File: config.mk
export PLATFORM = sky130hd
export DESIGN_NAME = char_rx
export DESIGN_NICKNAME = d
export VERILOG_FILES = /design/src/rtl/char_rx.sv
export SDC_FILE = /design/constraint.sdc
export NUM_CORES = 1
export LEC_CHECK = 0
export BUFFER_PORTS_ARGS = -buffer_cell sky130_fd_sc_hd__buf_2
export CAP_MARGIN = 20
export CORE_MARGIN = 4
export CORE_UTILIZATION = 35
export CTS_BUF_LIST = sky130_fd_sc_hd__clkbuf_16
export CTS_CLUSTER_SIZE = 28
export DETAILED_ROUTE_END_ITERATION = 16
export HOLD_SLACK_MARGIN = 0.05
export PLACE_DENSITY_LB_ADDON = 0.08
export SETUP_SLACK_MARGIN = 0.05
export SYNTH_ARGS = -nofsm -noshare
export SYNTH_HDL_FRONTEND = slang
export SYNTH_SLANG_ARGS = --single-unit
File: constraint.sdc
create_clock -name clk -period 2.4 [get_ports clk]
set_input_delay 0.48 -clock clk [delete_from_list [all_inputs] [get_ports clk]]
set_output_delay 0.48 -clock clk [all_outputs]
set_load 0.01 [all_outputs]
File: src/rtl/char_rx.sv
// 8N1 serial character receiver: synchronizes rx, times each frame from the start-bit edge,
// and presents each correctly framed byte on char with a one-cycle char_valid pulse.
module char_rx #(
   parameter int CLKS_PER_BIT = 16
) (
   input  logic       clk,
   input  logic       rst_n,
   input  logic       rx,
   output logic [7:0] char,
   output logic       char_valid,
   output logic       frame_err,
   output logic       busy
);

   localparam int CW = $clog2(CLKS_PER_BIT);
   localparam logic [CW-1:0] CNT_LAST = CW'(CLKS_PER_BIT - 1);
   localparam logic [CW-1:0] CNT_HALF = CW'(CLKS_PER_BIT / 2 - 1);

   typedef enum logic [2:0] {
      IDLE    = 3'd0,
      START   = 3'd1,
      DATA    = 3'd2,
      STOP    = 3'd3,
      RECOVER = 3'd4
   } state_t;

   state_t          state_q, state_d;
   logic [CW-1:0]   cnt_q, cnt_d;
   logic [2:0]      bit_idx_q, bit_idx_d;
   logic [7:0]      shift_q, shift_d;
   logic [7:0]      char_q, char_d;
   logic            char_valid_q, char_valid_d;
   logic            frame_err_q, frame_err_d;
   logic            rx_meta_q, rx_s_q;

   always_ff @(posedge clk or negedge rst_n) begin
      if (!rst_n) begin
         state_q      <= IDLE;
         cnt_q        <= '0;
         bit_idx_q    <= '0;
         shift_q      <= '0;
         char_q       <= '0;
         char_valid_q <= 1'b0;
         frame_err_q  <= 1'b0;
         rx_meta_q    <= 1'b1;
         rx_s_q       <= 1'b1;
      end else begin
         state_q      <= state_d;
         cnt_q        <= cnt_d;
         bit_idx_q    <= bit_idx_d;
         shift_q      <= shift_d;
         char_q       <= char_d;
         char_valid_q <= char_valid_d;
         frame_err_q  <= frame_err_d;
         rx_meta_q    <= rx;
         rx_s_q       <= rx_meta_q;
      end
   end

   always_comb begin
      state_d      = state_q;
      cnt_d        = cnt_q + CW'(1);
      bit_idx_d    = bit_idx_q;
      shift_d      = shift_q;
      char_d       = char_q;
      char_valid_d = 1'b0;
      frame_err_d  = 1'b0;
      case (state_q)
         IDLE: begin
            cnt_d     = '0;
            bit_idx_d = '0;
            if (!rx_s_q) state_d = START;
         end
         START: begin
            if (cnt_q == CNT_HALF) begin
               cnt_d   = '0;
               state_d = rx_s_q ? IDLE : DATA;
            end
         end
         DATA: begin
            if (cnt_q == CNT_LAST) begin
               cnt_d   = '0;
               shift_d = {rx_s_q, shift_q[7:1]};
               if (bit_idx_q == 3'd7) begin
                  bit_idx_d = '0;
                  state_d   = STOP;
               end else begin
                  bit_idx_d = bit_idx_q + 3'd1;
               end
            end
         end
         STOP: begin
            if (cnt_q == CNT_LAST) begin
               cnt_d = '0;
               if (rx_s_q) begin
                  char_d       = shift_q;
                  char_valid_d = 1'b1;
                  state_d      = IDLE;
               end else begin
                  frame_err_d = 1'b1;
                  state_d     = RECOVER;
               end
            end
         end
         RECOVER: begin
            // A held-low line after a bad stop bit must not be mistaken for a start bit.
            cnt_d = '0;
            if (rx_s_q) state_d = IDLE;
         end
         default: begin
            cnt_d     = '0;
            bit_idx_d = '0;
            state_d   = IDLE;
         end
      endcase
   end

   always_comb begin
      busy       = (state_q != IDLE);
      char       = char_q;
      char_valid = char_valid_q;
      frame_err  = frame_err_q;
   end

endmodule

==> impl_metrics.sql, run 1 <==
INSERT INTO impl_metrics (metric_group, metric, value, unit) VALUES
('outcome', 'status', 'completed', ''),
('clocking', 'numClockSinks', '30', ''),
('critical_path', 'timing.critical_path.cells', 'nor3_1 -> inv_1 -> buf_2', ''),
('synth', 'synth_seq_cells', '30', ''),
('clocking', 'cts.path.max_buffers', '2', ''),
('synth', 'yosys.cell_types.count', '31', ''),
('layout', 'finish.instance_area', '1550', 'um^2'),
('layout', 'area_growth', '18.4', '%'),
('clocking', 'holdBufCountCts', '0', ''),
('critical_path', 'crit_type', 'reg2out', ''),
('critical_path', 'crit_path_max_fanout', '10', ''),
('timing', 'period_share', '73.2', '%'),
('power', 'static-leakage-power', '0.859', 'nW'),
('placed_design', 'port_buffers', '13', ''),
('critical_path', 'cp_data_arrival_time', '1.28', 'ns'),
('timing', 'worst-slew-pin-transition', '0.652', 'ns'),
('layout', 'antenna_diode_instance_count', '0', ''),
('floorplanning', 'design.core.area', '3470', 'um^2'),
('synth', 'synth_top_area_share', '53.4', '%'),
('power', 'power_density', '958', 'nW/um^2'),
('synth', 'synth_cells', '95', ''),
('route', 'overall_routed_net_length', '2250', 'um'),
('power', 'power_frac_clock', '38.4', '%'),
('clocking', 'cts-root-buf', 'clkbuf_16', ''),
('critical_path', 'timing.critical_path.from_type', 'flip-flop', ''),
('layout', 'drive_gt1_share', '34.8', '%'),
('route', 'remaining_drc_errors', '0', ''),
('floorplanning', 'floorplan.die.width', '69.2', 'um'),
('power', 'swShare', '29.1', '%'),
('timing', 'finClkSkew', '0.00526', 'ns'),
('synth', 'avgSynthCellArea', '13.8', 'um^2'),
('route', 'wl_per_cell', '14.2', 'um'),
('clocking', 'worst_setup_hold_path_clk_slew', '0.05', 'ns'),
('floorplanning', 'io_pins', '14', ''),
('critical_path', 'worst_path_largest_cell_delay', '0.49', 'ns'),
('critical_path', 'cell_with_the_largest_stage_delay_on_the_worst_path', 'dfrtp_1', ''),
('timing', 'hold_viol', '0', ''),
('power', 'power_consumption', '1.49', 'mW'),
('layout', 'number_of_fill_cells', '341', ''),
('critical_path', 'regToRegEndpoint', 'char[2]', ''),
('floorplanning', 'start_util', '37.8', '%'),
('hold_path', 'timing.hold.worst.class', 'in2async', ''),
('critical_path', 'critical_path.top_delay_family', 'flip-flops', ''),
('critical_path', 'worstPathBufferInverterCount', '2', ''),
('route', 'post_drt_antenna_nets', '0', ''),
('floorplanning', 'die_area', '4790', 'um^2'),
('timing', 'period_minus_slack', '1.76', 'ns'),
('synth', 'mappedNetlistArea', '1310', 'um^2'),
('critical_path', 'cp.depth', '3', ''),
('route', 'initial_detailed_routing_violation_count', '27', ''),
('synth', 'ys.warnings.count', '0', ''),
('critical_path', 'reg2reg_depth', '4', ''),
('clocking', 'clock_latency', '0.27', 'ns'),
('synth', 'syn-num-nets', '101', ''),
('critical_path', 'cp_capture_type', 'output pin', ''),
('placed_design', 'post-dp-hpwl', '1510', 'um'),
('floorplanning', 'die_h', '69.2', 'um'),
('grt', 'grt_overflow_total', '0', ''),
('clocking', 'post_cts.repair.setup_buffers', '0', ''),
('critical_path', 'critical_path.endpoint', 'busy', ''),
('timing', 'relSlewSlack', '56.5', '%'),
('power', 'power.combinational.fraction', '16.8', '%'),
('timing', 'final.setup.tns', '0', 'ns'),
('critical_path', 'cp_data_required_time', '1.92', 'ns'),
('clocking', 'cts-resized-gates', '0', ''),
('grt', 'grt_start_max_net_pins', '31', ''),
('power', 'switching_pwr', '432', 'uW'),
('route', 'per_cell_via_count_in_the_routed_design', '4.95', ''),
('power', 'vdd.ir_drop.worst', '0.000458', 'V'),
('clocking', 'cts.htree.levels', '2', ''),
('route', 'num_vias', '782', '');
-- synth_stat cells, drive strengths merged --
cell type,n
xor2,1
ha,3
a211o,3
nor3,2
a311oi,2
nand2b,1
mux2,16
and3,6
nor2,4
nand3b,1
xnor2,2
nand4b,1
clkbuf,1
nor2b,1
buf,3
and4b,1
a221o,1
dfrtp,28
a211oi,1
dfstp,2
a31oi,1
nor3b,1
nand3,3
nand2,1
inv,3
a21oi,2
nor4,3
and2,1
-- area by class of cell --
cell class	count	area (um^2)	area share, %
sequential	30	753	48.5
multi-input combinational	58	528	34.0
clock buffer	5	125	8.06
timing repair buffer	13	65.1	4.19
tap	46	57.6	3.71
clock inverter	3	12.5	0.806
inverter	3	11.3	0.725
-- power groups by stage --
stage	combinational, mW	clock [mW]	sequential (mW)
after floorplan	0.262	0	0.606
after global placement	0.251	0	0.670
after detailed placement	0.254	0	0.674
after CTS	0.254	0.588	0.666
after global routing	0.278	0.618	0.678
final	0.250	0.571	0.665
-- sequential cells by signal, indices dropped and copies added, names as in the netlist --
name        flops
shift_q         8
char_valid      1
cnt_q           4
rx_meta_q       1
char            8
bit_idx_q       3
frame_err       1
rx_s_q          1
state_q         3
-- how the worst min path moves through the flow --
stage	start	endpoint	slack, ns
floorplan	rst_n	bit_idx_q[0]	0.18
detailed placement	rx_meta_q	rx_s_q	0.35
finish	rst_n	bit_idx_q[2]	0.24
global route	rst_n	cnt_q[3]	0.29
global placement	rx_meta_q	rx_s_q	0.35
CTS	rst_n	bit_idx_q[2]	0.26
-- metrics by stage --
stage | std cells | worst slack, ns | hold slack, ns | utilization [%]
floorplan | 95 | 0.925 | 0.184 | -
global placement | 150 | 0.828 | 0.348 | 40.8
detailed placement | 150 | 0.798 | 0.349 | 40.8
CTS | 158 | 0.615 | 0.258 | 44.8
global route | 158 | 0.554 | 0.292 | 44.8
finish | 158 | 0.643 | 0.238 | 44.8
-- cells in the final DEF, fill, tap and decap left out, drive strengths merged --
| master | instances |
|---|---|
| dfrtp | 28 |
| mux2 | 16 |
| buf | 13 |
| and3 | 6 |
| clkbuf | 5 |
| inv | 4 |
| nor2 | 4 |
| nand3 | 3 |
| nor4 | 3 |
| a211o | 3 |
| ha | 3 |
| a21oi | 2 |
| xnor2 | 2 |
| nor3 | 2 |
| dfstp | 2 |
| a311oi | 2 |
| clkinv | 2 |
| nor3b | 1 |
| nand3b | 1 |
| xor2 | 1 |
| and2 | 1 |
| nand4b | 1 |
| and4b | 1 |
| nor2b | 1 |
| nand2b | 1 |
| nand2 | 1 |
| a31oi | 1 |
| a211oi | 1 |
| a221o | 1 |
-- routing by layer --
layer | part of all wire, % | global-route usage (%) | wire [um] | vias to the layer above
met5 | 0 | 0 | 0 | -
met4 | 0.36 | 4.56 | 8 | 0
met3 | 4.7 | 5.36 | 106 | 2
met2 | 46 | 14.6 | 1020 | 15
met1 | 49 | 13.6 | 1110 | 384
li1 | - | - | - | 381
-- logic make-up (layout without fill, tap and decap cells) --
| logic type | after synthesis | after routing | synth area share, % |
|---|---|---|---|
| AO/OA/AOI/OAI | 10 | 10 | 6.39 |
| flip-flops | 30 | 30 | 57.4 |
| buffers and inverters | 7 | 24 | 2.29 |
| AND/OR/NAND/NOR | 26 | 26 | 15.3 |
| XOR/XNOR | 3 | 3 | 2.00 |
| adder cells (fa/ha/maj) | 3 | 3 | 2.86 |
| multiplexers | 16 | 16 | 13.7 |
Note: power is estimated with default switching activity, not from simulation.
==> run 2: changes to the inputs <==
==> constraint.sdc (replaced) <==
create_clock -name clk -period 1.8 [get_ports clk]
set_input_delay 0.36 -clock clk [delete_from_list [all_inputs] [get_ports clk]]
set_output_delay 0.36 -clock clk [all_outputs]
set_load 0.01 [all_outputs]
==> run 2 against run 1 <==
Net effect:
- first-iteration DRC count is 7.4% lower
- clock power is 86% higher
- core utilization is 1.9 points higher
- sequential power is 32% higher
- final cell count is 1.3% higher
- setup slack worse by 0.47 ns
- sequential cell count stayed put
- wire length is 1.6% lower
- combinational power is 39% higher
- total power is 54% higher
- worst hold slack worse by 0.12 ns
- final area is 4.3% higher
- critical path type unchanged
- largest cell class unchanged
- largest power group is now clock
==> impl_metrics.sql, run 2 (same netlist as run 1, synthesis figures left out) <==
INSERT INTO impl_metrics (metric_group, metric, value, unit) VALUES
('power', 'power_density', '1410', 'nW/um^2'),
('clocking', 'clock_latency', '0.27', 'ns'),
('job', 'timing.max_cap.violations', '0', ''),
('critical_path', 'cp.depth', '3', ''),
('layout', 'area_growth', '23.5', '%'),
('timing', 'finClkSkew', '0.00479', 'ns'),
('grt', 'grt_use_total', '10.7', '%'),
('power', 'power.combinational.fraction', '15.2', '%'),
('clocking', 'cts-resized-gates', '0', ''),
('route', 'dr_wl_met3', '106', 'um'),
('clocking', 'cts-root-buf', 'clkbuf_16', ''),
('timing', 'grt_setup_unrepaired', 'no', ''),
('critical_path', 'critical_path.endpoint', 'busy', ''),
('critical_path', 'reg2reg_depth', '4', ''),
('clocking', 'tritoncts', 'done', ''),
('critical_path', 'timing.critical_path.from_type', 'flip-flop', ''),
('timing', 'period_minus_slack', '1.63', 'ns'),
('layout', 'antenna_diode_instance_count', '0', ''),
('clocking', 'worst_setup_hold_path_clk_slew', '0.05', 'ns'),
('critical_path', 'regToRegEndpoint', 'char[2]', ''),
('layout', 'finalCoreUtilization', '46.7', '%'),
('route', 'wl_per_cell', '13.8', 'um'),
('clocking', 'cts.path.max_buffers', '2', ''),
('critical_path', 'timing.critical_path.cells', 'nor3_1 -> inv_1 -> buf_2', ''),
('power', 'vdd.ir_drop.worst', '0.000631', 'V'),
('layout', 'net_count_of_the_finished_layout', '119', ''),
('route', 'remaining_drc_errors', '0', ''),
('critical_path', 'worst_path_largest_cell_delay', '0.49', 'ns'),
('critical_path', 'crit_start', 'state_q[0]', ''),
('critical_path', 'crit_type', 'reg2out', ''),
('placed_design', 'post-dp-hpwl', '1500', 'um'),
('placed_design', 'routabilityCongestion', '0.769', ''),
('power', 'switching_pwr', '578', 'uW'),
('route', 'highest_layer', 'met4', ''),
('floorplanning', 'die_area', '4790', 'um^2'),
('critical_path', 'cp_data_arrival_time', '1.27', 'ns'),
('floorplanning', 'start_util', '37.8', '%'),
('power', 'swShare', '25.3', '%'),
('critical_path', 'crit_path_max_fanout', '10', ''),
('timing', 'final.setup.tns', '0', 'ns'),
('clocking', 'numClockSinks', '30', ''),
('timing', 'worst-slew-pin-transition', '0.652', 'ns'),
('grt', 'grt_pass1_wl', '3900', 'um'),
('floorplanning', 'io_pins', '14', ''),
('clocking', 'cts_bufs_inserted', '5', ''),
('critical_path', 'cp_capture_type', 'output pin', ''),
('layout', 'most-common-layout-cells', 'dfrtp_1, mux2_2, buf_2', ''),
('critical_path', 'rr_startpoint', 'cnt_q[0]', ''),
('route', 'met1_wire_length', '1070', 'um'),
('grt', 'grt_pass1_vias', '791', ''),
('critical_path', 'cp_data_required_time', '1.44', 'ns'),
('route', 'initial_detailed_routing_violation_count', '25', ''),
('power', 'power_consumption', '2.28', 'mW'),
('critical_path', 'worstPathBufferInverterCount', '2', ''),
('layout', 'final_common_cell', 'dfrtp_1', ''),
('floorplanning', 'floorplan.die.width', '69.2', 'um'),
('hold_path', 'timing.hold.worst.class', 'in2async', ''),
('critical_path', 'critical_path.top_delay_family', 'flip-flops', ''),
('outcome', 'status', 'completed', ''),
('layout', 'drive_gt1_share', '36.8', '%'),
('timing', 'period_share', '90.6', '%'),
('power', 'power_frac_clock', '46.2', '%'),
('timing', 'setup_viol', '0', ''),
('grt', 'antenna_found_initial', '0', ''),
('route', 'met2_length', '1000', 'um'),
('floorplanning', 'die_h', '69.2', 'um'),
('timing', 'timing.final.max_slew_violations', '0', ''),
('floorplanning', 'floorplan.rows', '21', ''),
('route', 'num_vias', '792', ''),
('route', 'per_cell_via_count_in_the_routed_design', '4.95', ''),
('critical_path', 'setup_slack_on_the_worst_flop_to_flop_path', '0.21', 'ns'),
('route', 'post_drt_antenna_nets', '0', ''),
('route', 'drt-pass1-iter-count', '3', ''),
('power', 'power_report.internal_total', '1.71', 'mW'),
('clocking', 'cts.htree.levels', '2', ''),
('timing', 'hold_viol', '0', ''),
('power', 'share_seq_of_total_power', '38.6', '%'),
('grt', 'grt_overflow_total', '0', ''),
('placed_design', 'port_buffers', '13', ''),
('timing', 'relSlewSlack', '56.6', '%'),
('critical_path', 'cell_with_the_largest_stage_delay_on_the_worst_path', 'dfrtp_1', ''),
('clocking', 'post_cts.repair.setup_buffers', '0', ''),
('grt', 'grt_start_max_net_pins', '31', ''),
('clocking', 'holdBufCountCts', '0', ''),
('timing', 'fmaxAchievable', '613', 'MHz'),
('route', 'overall_routed_net_length', '2210', 'um'),
('floorplanning', 'design.core.area', '3470', 'um^2'),
('power', 'static-leakage-power', '0.889', 'nW');
run 2: worst min path at each step:
stage / startpoint / to / depth (start not counted)
3_3_place_gp: rx_meta_q / rx_s_q / 0
6_report: rst_n / bit_idx_q[2] / 1
4_1_cts: rst_n / bit_idx_q[2] / 1
5_1_grt: rst_n / char[0] / 1
2_1_floorplan: rst_n / bit_idx_q[0] / 0
3_5_place_dp: rx_meta_q / rx_s_q / 0
run 2: per-stage QoR:
stage          std cells  setup slack [ns]  cell area [um^2]  hold slack [ns]
2_1_floorplan         95             0.325              1310           0.0644
3_3_place_gp         152             0.225              1430            0.347
3_5_place_dp         152             0.214              1430            0.350
4_1_cts              160             0.164              1620            0.137
5_1_grt              160            0.0881              1620            0.171
6_report             160             0.170              1620            0.116
run 2: final cells by class:
class	count	area (um^2)
Clock buffer	5	125
Clock inverter	3	63.8
Fill cell	331	1850
Inverter	3	11.3
Multi-Input combinational cell	58	528
Sequential cell	30	753
Tap cell	46	57.6
Timing Repair Buffer	15	80.1
run 2: power groups by stage:
stage | Sequential [mW] | Combinational [mW] | Clock, mW
finish | 0.881 | 0.347 | 1.06
global route | 0.898 | 0.393 | 1.11
CTS | 0.882 | 0.355 | 1.09
detailed placement | 0.893 | 0.353 | 0
global placement | 0.891 | 0.350 | 0
floorplan | 0.808 | 0.349 | 0
run 2: per-layer routing:
metal / track usage (%) / vias up
li1: - / 383
met1: 13.5 / 392
met2: 15.3 / 12
met3: 4.93 / 5
met4: 5.21 / 0
met5: 0 / -
==> run 3: changes to the inputs <==
--- a/config.mk
+++ b/config.mk
@@ -5,16 +5,17 @@
 export SDC_FILE = /design/constraint.sdc
 export NUM_CORES = 1
 export LEC_CHECK = 0
-export BUFFER_PORTS_ARGS = -buffer_cell sky130_fd_sc_hd__buf_2
 export CAP_MARGIN = 20
 export CORE_MARGIN = 4
 export CORE_UTILIZATION = 35
 export CTS_BUF_LIST = sky130_fd_sc_hd__clkbuf_16
 export CTS_CLUSTER_SIZE = 28
 export DETAILED_ROUTE_END_ITERATION = 16
+export DONT_BUFFER_PORTS = 1
 export HOLD_SLACK_MARGIN = 0.05
 export PLACE_DENSITY_LB_ADDON = 0.08
 export SETUP_SLACK_MARGIN = 0.05
+export SLEW_MARGIN = 20
 export SYNTH_ARGS = -nofsm -noshare
 export SYNTH_HDL_FRONTEND = slang
 export SYNTH_SLANG_ARGS = --single-unit
==> constraint.sdc (replaced) <==
create_clock -name clk -period 1.8 [get_ports clk]
set_input_delay 0.36 -clock clk [delete_from_list [all_inputs] [get_ports clk]]
set_output_delay 0.36 -clock clk [all_outputs]
set_load 0.005 [all_outputs]
==> run 3 against run 2 <==
Net effect:
- via count fell by 4.4%
- wire length rose by 1.4%
- die area did not move
- critical path depth rose by 1
- combinational power fell by 4%
- sequential cell count did not move
- setup slack improved by 0.042 ns
- core utilization fell by 2.1 points
- sequential share of layout area rose by 2.2 points
- largest power group unchanged
- highest routed layer unchanged
==> impl_metrics.sql, run 3 (same netlist as run 1, synthesis figures left out) <==
INSERT INTO impl_metrics (metric_group, metric, value, unit) VALUES
('placed_design', 'dp_cells', '138', ''),
('route', 'post_drt_antenna_nets', '0', ''),
('outcome', 'status', 'completed', ''),
('timing', 'worst-slew-pin-transition', '0.505', 'ns'),
('grt', 'antenna_found_initial', '0', ''),
('critical_path', 'crit_path_max_fanout', '9', ''),
('route', 'num_vias', '757', ''),
('timing', 'finClkSkew', '0.00620', 'ns'),
('hold_path', 'timing.hold.worst.class', 'in2reg', ''),
('critical_path', 'cell_with_the_largest_stage_delay_on_the_worst_path', 'dfrtp_1', ''),
('clocking', 'cts.htree.levels', '2', ''),
('critical_path', 'regToRegEndpoint', 'char[0]', ''),
('floorplanning', 'die_area', '4790', 'um^2'),
('critical_path', 'reg2reg_depth', '4', ''),
('critical_path', 'critical_path.top_delay_family', 'simple AND/OR/NAND/NOR gates', ''),
('floorplanning', 'die_h', '69.2', 'um'),
('floorplanning', 'floorplan.rows', '21', ''),
('clocking', 'cts.path.max_buffers', '2', ''),
('clocking', 'clock_latency', '0.27', 'ns'),
('hold_path', 'hold_path_startpoint', 'rx', ''),
('layout', 'final-instance-count-excl-fill', '147', ''),
('clocking', 'post_cts.repair.setup_buffers', '0', ''),
('floorplanning', 'floorplan.die.width', '69.2', 'um'),
('critical_path', 'critical_path.endpoint', 'char[0]', ''),
('power', 'power_consumption', '2.12', 'mW'),
('critical_path', 'worstPathBufferInverterCount', '0', ''),
('critical_path', 'setup_slack_on_the_worst_flop_to_flop_path', '0.21', 'ns'),
('clocking', 'tritoncts', 'done', ''),
('placed_design', 'port_buffers', '0', ''),
('critical_path', 'timing.critical_path.cells', 'ha_1 -> nand4b_4 -> nor2_8 -> mux2_2', ''),
('timing', 'setup_viol', '0', ''),
('critical_path', 'crit_start', 'cnt_q[0]', ''),
('route', 'remaining_drc_errors', '0', ''),
('clocking', 'cts_bufs_inserted', '5', ''),
('timing', 'fmaxAchievable', '630', 'MHz'),
('layout', 'area_growth', '17.9', '%'),
('power', 'power_density', '1370', 'nW/um^2'),
('job', 'timing.max_cap.violations', '0', ''),
('clocking', 'cts-resized-gates', '0', ''),
('layout', 'final_common_cell', 'dfrtp_1', ''),
('clocking', 'cts-root-buf', 'clkbuf_16', ''),
('layout', 'antenna_diode_instance_count', '0', ''),
('floorplanning', 'start_util', '37.8', '%'),
('grt', 'grt_pass1_vias', '787', ''),
('critical_path', 'cp_capture_type', 'flip-flop', ''),
('placed_design', 'post-dp-hpwl', '1470', 'um'),
('layout', 'most-common-layout-cells', 'dfrtp_1, mux2_2, and3_1', ''),
('timing', 'hold_viol', '0', ''),
('critical_path', 'timing.critical_path.from_type', 'flip-flop', ''),
('layout', 'net_count_of_the_finished_layout', '107', ''),
('timing', 'relSlewSlack', '66.2', '%'),
('grt', 'grt_start_max_net_pins', '31', ''),
('timing', 'period_minus_slack', '1.59', 'ns'),
('clocking', 'worst_setup_hold_path_clk_slew', '0.05', 'ns'),
('floorplanning', 'design.core.area', '3470', 'um^2'),
('clocking', 'numClockSinks', '30', ''),
('critical_path', 'cp_data_required_time', '1.95', 'ns'),
('critical_path', 'cp.depth', '4', ''),
('clocking', 'holdBufCountCts', '2', ''),
('timing', 'grt_setup_unrepaired', 'no', ''),
('power', 'vdd.ir_drop.worst', '0.000671', 'V'),
('timing', 'timing.final.max_slew_violations', '0', ''),
('grt', 'grt_use_total', '10.5', '%'),
('timing', 'final.setup.tns', '0', 'ns'),
('route', 'wl_per_cell', '15.3', 'um'),
('layout', 'drive_gt1_share', '27.7', '%'),
('grt', 'grt_pass1_wl', '4020', 'um'),
('route', 'initial_detailed_routing_violation_count', '29', ''),
('grt', 'grt_overflow_total', '0', ''),
('floorplanning', 'io_pins', '14', ''),
('power', 'static-leakage-power', '0.817', 'nW'),
('route', 'drt-pass1-iter-count', '4', ''),
('critical_path', 'rr_startpoint', 'cnt_q[0]', ''),
('route', 'per_cell_via_count_in_the_routed_design', '5.15', ''),
('timing', 'period_share', '88.2', '%'),
('critical_path', 'crit_type', 'reg2reg', ''),
('critical_path', 'cp_data_arrival_time', '1.74', 'ns'),
('route', 'overall_routed_net_length', '2240', 'um'),
('placed_design', 'routabilityCongestion', '0.768', ''),
('critical_path', 'worst_path_largest_cell_delay', '0.36', 'ns');
-- run 3: worst min path at each step --
stage / cells after the start / to / slack [ns]
2_1_floorplan: 0 / bit_idx_q[0] / 0.06
3_3_place_gp: 0 / state_q[1] / 0.07
3_5_place_dp: 0 / bit_idx_q[2] / 0.07
4_1_cts: 0 / rx_meta_q / 0.09
5_1_grt: 0 / rx_meta_q / 0.08
6_report: 0 / rx_meta_q / 0.09
-- run 3: layout make-up --
type | count | area [um^2]
clock buffers | 5 | 125
clock inverters | 2 | 33.8
fillers | 339 | 1920
inverters | 3 | 11.3
multi-input cells | 58 | 528
flip-flops and latches | 30 | 753
well taps | 46 | 57.6
repair buffers | 3 | 37.5
-- run 3: per-stage QoR --
stage | hold slack (ns) | utilization (%) | cell area [um^2] | worst slack (ns)
global placement | 0.0654 | 39.1 | 1360 | 0.223
CTS | 0.0854 | 44.6 | 1550 | 0.191
global route | 0.0769 | 44.6 | 1550 | 0.126
detailed placement | 0.0654 | 39.1 | 1360 | 0.197
floorplan | 0.0644 | - | 1310 | 0.325
finish | 0.0935 | 44.6 | 1550 | 0.212
-- run 3: report_power, final --
| part | internal [mW] | total, mW | leakage [nW] | switching [mW] |
|---|---|---|---|---|
| Combinational | 0.152 | 0.332 | 0.340 | 0.180 |
| Sequential | 0.756 | 0.880 | 0.400 | 0.124 |
| Clock | 0.638 | 0.906 | 0.0773 | 0.268 |
-- run 3: routing by layer --
metal | share of wire (%) | global-route usage, % | wire length, um | up-vias
li1 | - | - | - | 356
met1 | 51 | 14.6 | 1140 | 389
met2 | 45 | 14.6 | 1020 | 10
met3 | 3.5 | 4.35 | 78 | 2
met4 | 0.36 | 3.90 | 8 | 0
met5 | 0 | 0 | 0 | -
-- run 3: worst reg2reg max path, cell delays in order, from the launching register on --
cell and delay (ns):
dfrtp_1 0.36, ha_1 0.28, nand4b_4 0.22, nor2_8 0.25
mux2_2 0.36
